## src/rtl/pwm_pkg.sv

```systemverilog
// pwm_pkg: shared constants, types and helpers for the PWM peripheral.
//   PWM_BITS        - counter / duty width (fixed at 8)
//   NUM_CHANNELS    - number of driven outputs
//   DEFAULT_CLK_DIV - system clocks per PWM counter step
//   DUTY_FULL       - duty code that means "always high"
package pwm_pkg;

   localparam int PWM_BITS        = 8;
   localparam int NUM_CHANNELS    = 16;
   localparam int DEFAULT_CLK_DIV = 13;

   typedef logic [PWM_BITS-1:0]     pwm_t;
   typedef logic [NUM_CHANNELS-1:0] chan_t;

   localparam pwm_t DUTY_FULL = 8'hFF;
   localparam pwm_t CNT_MAX   = 8'hFF;

   typedef enum logic [1:0] {
      CH_OFF  = 2'd0,
      CH_HIGH = 2'd1,
      CH_PWM  = 2'd2
   } chan_mode_e;

   // Output enable dominates: the PWM select only matters for enabled channels.
   function automatic chan_mode_e chan_mode(logic en_out, logic en_pwm);
      if (!en_out) return CH_OFF;
      return en_pwm ? CH_PWM : CH_HIGH;
   endfunction

   // Full-scale duty is special-cased so 0xFF gives a true 100% with no
   // low cycle when the counter sits at 255.
   function automatic logic pwm_compare(pwm_t cnt, pwm_t duty);
      return (duty == DUTY_FULL) || (cnt < duty);
   endfunction

endpackage

```

## src/rtl/pwm_timebase.sv

```systemverilog
// pwm_timebase: prescaler plus free-running 8-bit PWM period counter.
//   clk, rst_n      - system clock, async active-low reset
//   pwm_counter_o   - current PWM counter value
//   tick_o          - high on the last prescaler cycle of each counter step
//   period_end_o    - high on the last system clock of each PWM period
module pwm_timebase
   import pwm_pkg::*;
#(
   parameter int CLK_DIV = DEFAULT_CLK_DIV
) (
   input  logic clk,
   input  logic rst_n,
   output pwm_t pwm_counter_o,
   output logic tick_o,
   output logic period_end_o
);

   localparam int PW = (CLK_DIV > 1) ? $clog2(CLK_DIV) : 1;
   localparam logic [PW-1:0] PRE_LAST = PW'(CLK_DIV - 1);

   logic [PW-1:0] pre_q, pre_d;
   pwm_t          cnt_q, cnt_d;

   // With CLK_DIV=1 PRE_LAST is 0, so tick is permanently high.
   assign tick_o       = (pre_q == PRE_LAST);
   assign period_end_o = tick_o && (cnt_q == CNT_MAX);

   always_comb begin
      pre_d = tick_o ? '0 : pre_q + 1'b1;
      // Counter wraps 255 -> 0 naturally; there is no hold state.
      cnt_d = tick_o ? cnt_q + 1'b1 : cnt_q;
   end

   always_ff @(posedge clk or negedge rst_n) begin
      if (!rst_n) begin
         pre_q <= '0;
         cnt_q <= '0;
      end else begin
         pre_q <= pre_d;
         cnt_q <= cnt_d;
      end
   end

   assign pwm_counter_o = cnt_q;

endmodule

```

## src/rtl/pwm_peripheral.sv

```systemverilog
// pwm_peripheral: 16-channel output block fed by SPI configuration registers.
// Each channel is off, static high, or follows one shared PWM waveform.
//   clk, rst_n          - system clock, async active-low reset
//   en_reg_out_*        - per-channel output enable
//   en_reg_pwm_*        - per-channel PWM mode select
//   pwm_duty_cycle      - requested duty, applied at the next period boundary
//   out                 - registered channel outputs
//   period_start        - registered one-clock pulse at the start of each period
module pwm_peripheral
   import pwm_pkg::*;
#(
   parameter int CLK_DIV = DEFAULT_CLK_DIV
) (
   input  logic       clk,
   input  logic       rst_n,
   input  logic [7:0] en_reg_out_7_0,
   input  logic [7:0] en_reg_out_15_8,
   input  logic [7:0] en_reg_pwm_7_0,
   input  logic [7:0] en_reg_pwm_15_8,
   input  logic [7:0] pwm_duty_cycle,
   output logic [15:0] out,
   output logic       period_start
);

   pwm_t pwm_counter;
   logic tick, period_end;

   pwm_timebase #(
      .CLK_DIV(CLK_DIV)
   ) u_timebase (
      .clk          (clk),
      .rst_n        (rst_n),
      .pwm_counter_o(pwm_counter),
      .tick_o       (tick),
      .period_end_o (period_end)
   );

   // tick is only needed inside the timebase; kept visible for debug.
   logic unused_tick;
   assign unused_tick = tick;

   pwm_t  duty_shadow_q, duty_shadow_d;
   chan_t out_q, out_d;
   logic  period_start_q, period_start_d;
   chan_t en_out, en_pwm;
   logic  pwm_level;

   assign en_out = {en_reg_out_15_8, en_reg_out_7_0};
   assign en_pwm = {en_reg_pwm_15_8, en_reg_pwm_7_0};

   // Duty is sampled only on the last clock of a period so a running pulse
   // is never shortened or extended by a mid-period write.
   assign duty_shadow_d  = period_end ? pwm_duty_cycle : duty_shadow_q;
   assign period_start_d = period_end;
   assign pwm_level      = pwm_compare(pwm_counter, duty_shadow_q);

   // Enables act immediately; only the duty value is period-aligned.
   always_comb begin
      out_d = '0;
      for (int i = 0; i < NUM_CHANNELS; i++) begin
         unique case (chan_mode(en_out[i], en_pwm[i]))
            CH_OFF:  out_d[i] = 1'b0;
            CH_HIGH: out_d[i] = 1'b1;
            CH_PWM:  out_d[i] = pwm_level;
            default: out_d[i] = 1'b0;
         endcase
      end
   end

   always_ff @(posedge clk or negedge rst_n) begin
      if (!rst_n) begin
         duty_shadow_q  <= '0;
         out_q          <= '0;
         period_start_q <= 1'b0;
      end else begin
         duty_shadow_q  <= duty_shadow_d;
         out_q          <= out_d;
         period_start_q <= period_start_d;
      end
   end

   assign out          = out_q;
   assign period_start = period_start_q;

endmodule

```

## config.mk

```make
export PLATFORM = sky130hd
export DESIGN_NAME = pwm_peripheral
export DESIGN_NICKNAME = d
export VERILOG_FILES = /design/src/rtl/pwm_pkg.sv /design/src/rtl/pwm_timebase.sv /design/src/rtl/pwm_peripheral.sv
export SDC_FILE = /design/constraint.sdc
export NUM_CORES = 1
export LEC_CHECK = 0
export CORE_MARGIN = 2
export CORE_UTILIZATION = 44
export CTS_CLUSTER_DIAMETER = 150
export DETAILED_ROUTE_END_ITERATION = 12
export GPL_TIMING_DRIVEN = 0
export PLACE_DENSITY = 0.84
export SLEW_MARGIN = 10
export SYNTH_ARGS = -nofsm -noshare
export SYNTH_HDL_FRONTEND = slang
export SYNTH_HIERARCHICAL = 1
export SYNTH_SLANG_ARGS = --single-unit
```

## constraint.sdc

```tcl
create_clock -name clk -period 2.52 [get_ports clk]
set_clock_uncertainty 0.2 [all_clocks]
set_input_delay 0.504 -clock clk [delete_from_list [all_inputs] [get_ports clk]]
set_output_delay 0.504 -clock clk [all_outputs]
set_load 0.05 [all_outputs]
```

==> metrics, run 1 <==
Slew @ Worst Pin 0.799 ns; setup violators final 0; clock sinks 37; Post-Route M1 WL approximately 1400 um; worst path required time between 2 and 2.5 ns; drt drc 0; CTS clock-pin slew for the worst setup and hold paths 0.07 ns; proportion of synthesized chip area in sequential cells roughly 57%; Detail Placement HPWL 2680 um; layout cells sized above 1 13.6%; wire length on met3 373 um; Highest Signal Layer met4; clock buffer depth 2; RSZ-0062 raised after global routing no; initial drt markers 42; Final Wtd Congestion about 0.8; Critical Path Source Type flop; Net Sw Frac 22.4%; syn_area_per_cell 12.2 um2; TritonCTS Buffers 5; outcome complete, no violations; row cnt 22; Root Buffer clkbuf_8; internal power 0.00101 W; worst skew pair latency 0.29 ns; IR drop worst, VDD 0.000262 V; Netlist cell types 27; Port Buffers 58; total wire length 3540 um; Ys Warns 6; final core occ about two thirds; Syn Std Cell Area 1630 um2; #FFs+latches synth 37; met2 wire len 1730 um; Core Area 3610 um2; CTS H-tree lvls 2; cells after synthesis 133; Final min period 2.21 ns; Die X 64.8 um; largest net degree at the start of global routing 38; vias after detailed routing 1228; register cell area after layout a little over 900 um2; combinational power share 12.5%; max cap viols 0; total congestion overflow 0; Setup TNS 0 ns; Worst Path Arrival 2.17 ns; global-route usage over all layers 18.9%; layout filler cell count 268; vias in the first global route ~1300; 1st-pass router iterations 4; PD cells 547 nW/um2; fin. max-slew vios 0; first-pass GRT wire length 5780 um; crit path kind reg2reg; footprint of the multi-input gates 649 um2; Die ar. around 4200 um2; Crit. End Element flop; routed length per placed instance ~14 um; clock share of power 40.7%; Reg2Reg Depth 6; CP max FO 10; Initial Util 45.1%; initial antenna violation count 0; CTS tree done; fmax roughly 0.45 GHz; io pins just under 60; worst rel slew slack 46.8%; hold_buf cts 0; syn nets approximately 190; Psw approximately 0.00029 W; Leakage 1.05 nW; n_diodes 0; hold crit path type in2async; post-route ant nets 0; Area growth, synth to finish 46.8%; Nets 250; sequential power share 46.8%; Final Hold Viols 0; DIE HEIGHT 64.8 um; ratio of final minimum period to clock period 87.9%; Via density 4.97
## power by group through the flow
stage	clock (W)	combinational [W]	sequential, W
2_1_floorplan	0	0.0000114	0.000669
3_3_place_gp	0	0.000162	0.000621
3_5_place_dp	0	0.000164	0.000622
4_1_cts	0.000539	0.000165	0.000611
5_1_grt	0.000568	0.000173	0.000611
6_report	0.000531	0.000163	0.000611
## placed cells by master, fill, tap and decap left out, drive strengths merged
cell type,n
a2111oi,1
a21boi,16
a21oi,3
buf,2
bufinv,1
clkbuf,7
clkdlybuf4s50,57
clkinvlp,1
dfrtp,37
ha,10
inv,11
mux2,1
nand2,14
nand2b,1
nand3,2
nand4,6
nor2,4
nor3,4
o21a,2
o21ai,8
o22ai,1
o32ai,1
o41ai,1
xnor2,4
xor2,4
## per-stage QoR
step | power [W] | hold WS, ns | worst slack (ns) | area (um2) | cells
after floorplan | 0.000681 | 0.00841 | 0.497 | 1630 | 133
after global placement | 0.000783 | 0.266 | 0.0376 | 2270 | 239
after detailed placement | 0.000786 | 0.277 | 0.120 | 2260 | 239
after CTS | 0.00132 | 0.131 | 0.103 | 2380 | 247
after global routing | 0.00135 | 0.169 | 0.104 | 2390 | 247
final | 0.00130 | 0.0996 | 0.306 | 2390 | 247
## cells in the mapped netlist
master / number / area share (%)
nand2b_1: 1 / 0.38
nor3_1: 3 / 0.92
inv_2: 1 / 0.23
a21boi_2: 10 / 6.9
o41ai_1: 1 / 0.54
o22ai_1: 1 / 0.38
nand3_2: 1 / 0.62
o32ai_2: 1 / 1.0
xnor2_1: 4 / 2.2
a21boi_0: 6 / 2.8
nor3_2: 1 / 0.62
nand3_1: 1 / 0.31
o21ai_0: 7 / 2.2
ha_1: 10 / 7.7
o21a_1: 2 / 0.92
clkbuf_1: 1 / 0.23
buf_6: 1 / 0.69
o21ai_1: 1 / 0.31
nand2_1: 14 / 3.2
dfrtp_1: 37 / 57
mux2_2: 1 / 0.69
xor2_1: 4 / 2.2
a21oi_1: 3 / 0.92
nand4_1: 6 / 2.3
a2111oi_4: 1 / 1.7
nor2_1: 4 / 0.92
inv_1: 10 / 2.3
## critical path, cell delays in order, from the launching register on
cell      delay (ns)
dfrtp_1         0.41
inv_1           0.09
ha_1            0.20
nand4_1         0.21
nor3_2          0.51
clkbuf_1        0.33
o21ai_0         0.13
## final cells by class
| class | instances | area share [%] |
|---|---|---|
| buffer | 2 | 0.629 |
| clock buffer | 6 | 3.46 |
| clock inverter | 2 | 1.57 |
| inverter | 11 | 1.73 |
| multi-input combinational | 83 | 27.2 |
| sequential | 37 | 38.8 |
| tap | 48 | 2.52 |
| timing repair buffer | 58 | 24.1 |
## layer usage
| layer | global-route usage, % | vias to the layer above |
|---|---|---|
| met5 | 0 | - |
| met4 | 7.98 | 0 |
| met3 | 9.03 | 4 |
| met2 | 32.0 | 58 |
| met1 | 20.1 | 578 |
| li1 | - | 588 |
## state kept, by name, indices dropped and copies added (netlist names)
signal                    count
period_start                  1
u_timebase/pwm_counter_o      8
u_timebase/pre_q              4
out                          16
duty_shadow_q                 8
## worst paths after layout
path                                     start                     endpoint  slack, ns
min reg2reg                u_timebase/pre_q[0]          u_timebase/pre_q[0]       0.29
max                        u_timebase/pre_q[0]             duty_shadow_q[2]       0.31
min                                      rst_n  u_timebase/pwm_counter_o[7]        0.1
max reg2reg                u_timebase/pre_q[0]             duty_shadow_q[2]       0.31
min in group clk           u_timebase/pre_q[0]          u_timebase/pre_q[0]       0.29
max in group asynchronous                rst_n             duty_shadow_q[3]       1.52
## cells by family after synthesis
logic type	Yosys count	share of synthesized area [%]
fa+ha+maj	10	7.69
buf+inv	13	3.46
simple gates	31	9.31
mux	1	0.692
compound gates	33	17.6
flops	37	56.9
xor+xnor	8	4.31
## timing repair
item	in CTS	in global routing
resized for setup	0	1
buffers inserted	0	0
endpoints found under the setup margin	0	8
No activity file was read; power rests on OpenSTA's default activity.
==> run 2: changes to the inputs <==
==> constraint.sdc (replaced) <==
create_clock -name clk -period 2.2 [get_ports clk]
set_clock_uncertainty 0.2 [all_clocks]
set_input_delay 0.44 -clock clk [delete_from_list [all_inputs] [get_ports clk]]
set_output_delay 0.44 -clock clk [all_outputs]
set_load 0.05 [all_outputs]
==> run 2 against run 1 <==
Effect of this change:
- sequential cell count stayed put
- first-iteration DRC count is 7.1% higher
- fmax is 5.2% higher
- die area stayed put
- clock power is 15% higher
- sequential power is 15% higher
- critical path depth stayed put
- total power is 15% higher
- via count is 0.33% higher
- non-clock buffer count is 2 higher
- sequential share of layout area is 0.54 points lower
- critical endpoint is now duty_shadow_q[0]
- largest power group unchanged
- highest routed layer unchanged
==> metrics, run 2 (synthesis results as in run 1) <==
Slew @ Worst Pin 0.801 ns (was 0.799 ns); IR drop worst, VDD 0.000300 V (was 0.000262 V); Final Wtd Congestion 0.813 (unchanged); layout cells sized above 1 14.9% (was 13.6%); clock buffer depth 2 (unchanged); Core Area 3610 um2 (unchanged); CTS clock-pin slew for the worst setup and hold paths 0.07 ns (about the same); n_diodes 0 (unchanged); total congestion overflow 0 (unchanged); CTS tree done (unchanged); Setup TNS 0 ns (unchanged); Root Buffer clkbuf_8 (unchanged); Worst Path Arrival 2.08 ns (was 2.17 ns); Final min period 2.10 ns (was 2.21 ns); ratio of final minimum period to clock period 95.7% (was 87.9%); Final Hold Viols 0 (unchanged); setup violators final 0 (unchanged); 1st-pass router iterations 4 (unchanged); max cap viols 0 (unchanged); routed length per placed instance 14.6 um (was 14.3 um); Leakage 1.08 nW (was 1.05 nW); outcome complete, no violations (unchanged); Crit. End Element flop (unchanged); Critical Path Source Type flop (unchanged); vias after detailed routing 1232 (was 1228); Post-DP Area 2260 um2 (unchanged); crit path kind reg2reg (unchanged); DP Worst Slack -0.200 ns (was 0.120 ns); io pins 59 (unchanged); initial drt markers 45 (was 42); Detail Placement HPWL 2680 um (unchanged); final instance area 2420 um2 (was 2390 um2); TritonCTS Buffers 5 (unchanged); Hold WS 0.0365 ns (was 0.0996 ns); fmax 0.475 GHz (was 0.452 GHz); initial antenna violation count 0 (unchanged); row cnt 22 (unchanged); Die ar. 4200 um2 (unchanged); PD cells 617 nW/um2 (was 547 nW/um2); post-route ant nets 0 (unchanged); Via density 4.95 (was 4.97); most common library cell in the layout ignoring fill and taps clkdlybuf4s50_1 (unchanged); Initial Util 45.1% (unchanged); CTS H-tree lvls 2 (unchanged); final setup margin 0.0956 ns (was 0.306 ns); Largest register FFs 16 (unchanged); drt drc 0 (unchanged); fin. max-slew vios 0 (unchanged); worst rel slew slack 46.6% (was 46.8%); Port Buffers 58 (unchanged); first-pass GRT wire length 5780 um (unchanged); total wire length 3640 um (was 3540 um); CP max FO 6 (was 10); largest net degree at the start of global routing 38 (unchanged); worst skew pair latency 0.29 ns (about the same); worst path required time 2.17 ns (was 2.48 ns); clock sinks 37 (unchanged); vias in the first global route 1321 (was 1323); Area growth, synth to finish 48.8% (was 46.8%); Die X 64.8 um (unchanged); DIE HEIGHT 64.8 um (unchanged); most frequent cells in the layout 57 x clkdlybuf4s50_1, 37 x dfrtp_1, 14 x nand2_1 (unchanged); final core occ 67.1% (was 66.2%); Nets 252 (was 250); hold crit path type in2async (unchanged); global-route usage over all layers 19.0% (was 18.9%); hold_buf cts 0 (unchanged)
run 2: critical path: stages (launching register included):
cell and delay [ns]:
dfrtp_1 0.41, inv_1 0.09, ha_1 0.20, nand4_1 0.26, nor3_4 0.34, buf_4 0.17
mux2_2 0.32
run 2: path summary, 6_finish.rpt:
| kind | from | to | slack, ns | depth (start not counted) |
|---|---|---|---|---|
| worst max-delay path | u_timebase/pre_q[0] | duty_shadow_q[0] | 0.1 | 6 |
| worst min-delay path | rst_n | u_timebase/pwm_counter_o[7] | 0.04 | 1 |
| worst max register to register | u_timebase/pre_q[0] | duty_shadow_q[0] | 0.1 | 6 |
| worst min register to register | u_timebase/pre_q[0] | u_timebase/pre_q[0] | 0.29 | 1 |
| max in group asynchronous | rst_n | duty_shadow_q[3] | 1.26 | 1 |
| min in group clk | u_timebase/pre_q[0] | u_timebase/pre_q[0] | 0.29 | 1 |
run 2: power by group:
| part | internal, W | switching, W | leakage (nW) |
|---|---|---|---|
| Combinational | 0.0000970 | 0.0000897 | 0.601 |
| Sequential | 0.000695 | 0.00000511 | 0.423 |
| Clock | 0.000368 | 0.000240 | 0.0574 |
| Total | 0.00116 | 0.000335 | 1.08 |
run 2: per-layer routing:
metal,global-route usage (%),up-vias,wire (um)
met2,32.0,58,1790
met5,0,-,0
li1,-,593,-
met3,9.03,4,384
met4,7.98,0,37
met1,20.2,577,1420
run 2: metrics by stage:
stage | instances | power, W
final | 249 | 0.00149
after global routing | 249 | 0.00155
after CTS | 247 | 0.00151
after detailed placement | 239 | 0.000901
after global placement | 239 | 0.000897
after floorplan | 133 | 0.000779
run 2: repair_timing:
item                       CTS  global route
pin swaps                    0             1
setup endpoints to repair    8            19
gates resized for setup      1             4
buffers inserted             0             2
run 2: cell type report:
class / count / area, um2
buffer: 2 / 16.3
clock buffer: 6 / 82.6
clock inverter: 2 / 37.5
fill: 267 / 1180
inverter: 11 / 41.3
multi-input combinational: 83 / 667
sequential: 37 / 926
tap: 48 / 60.1
timing repair buffer: 60 / 591
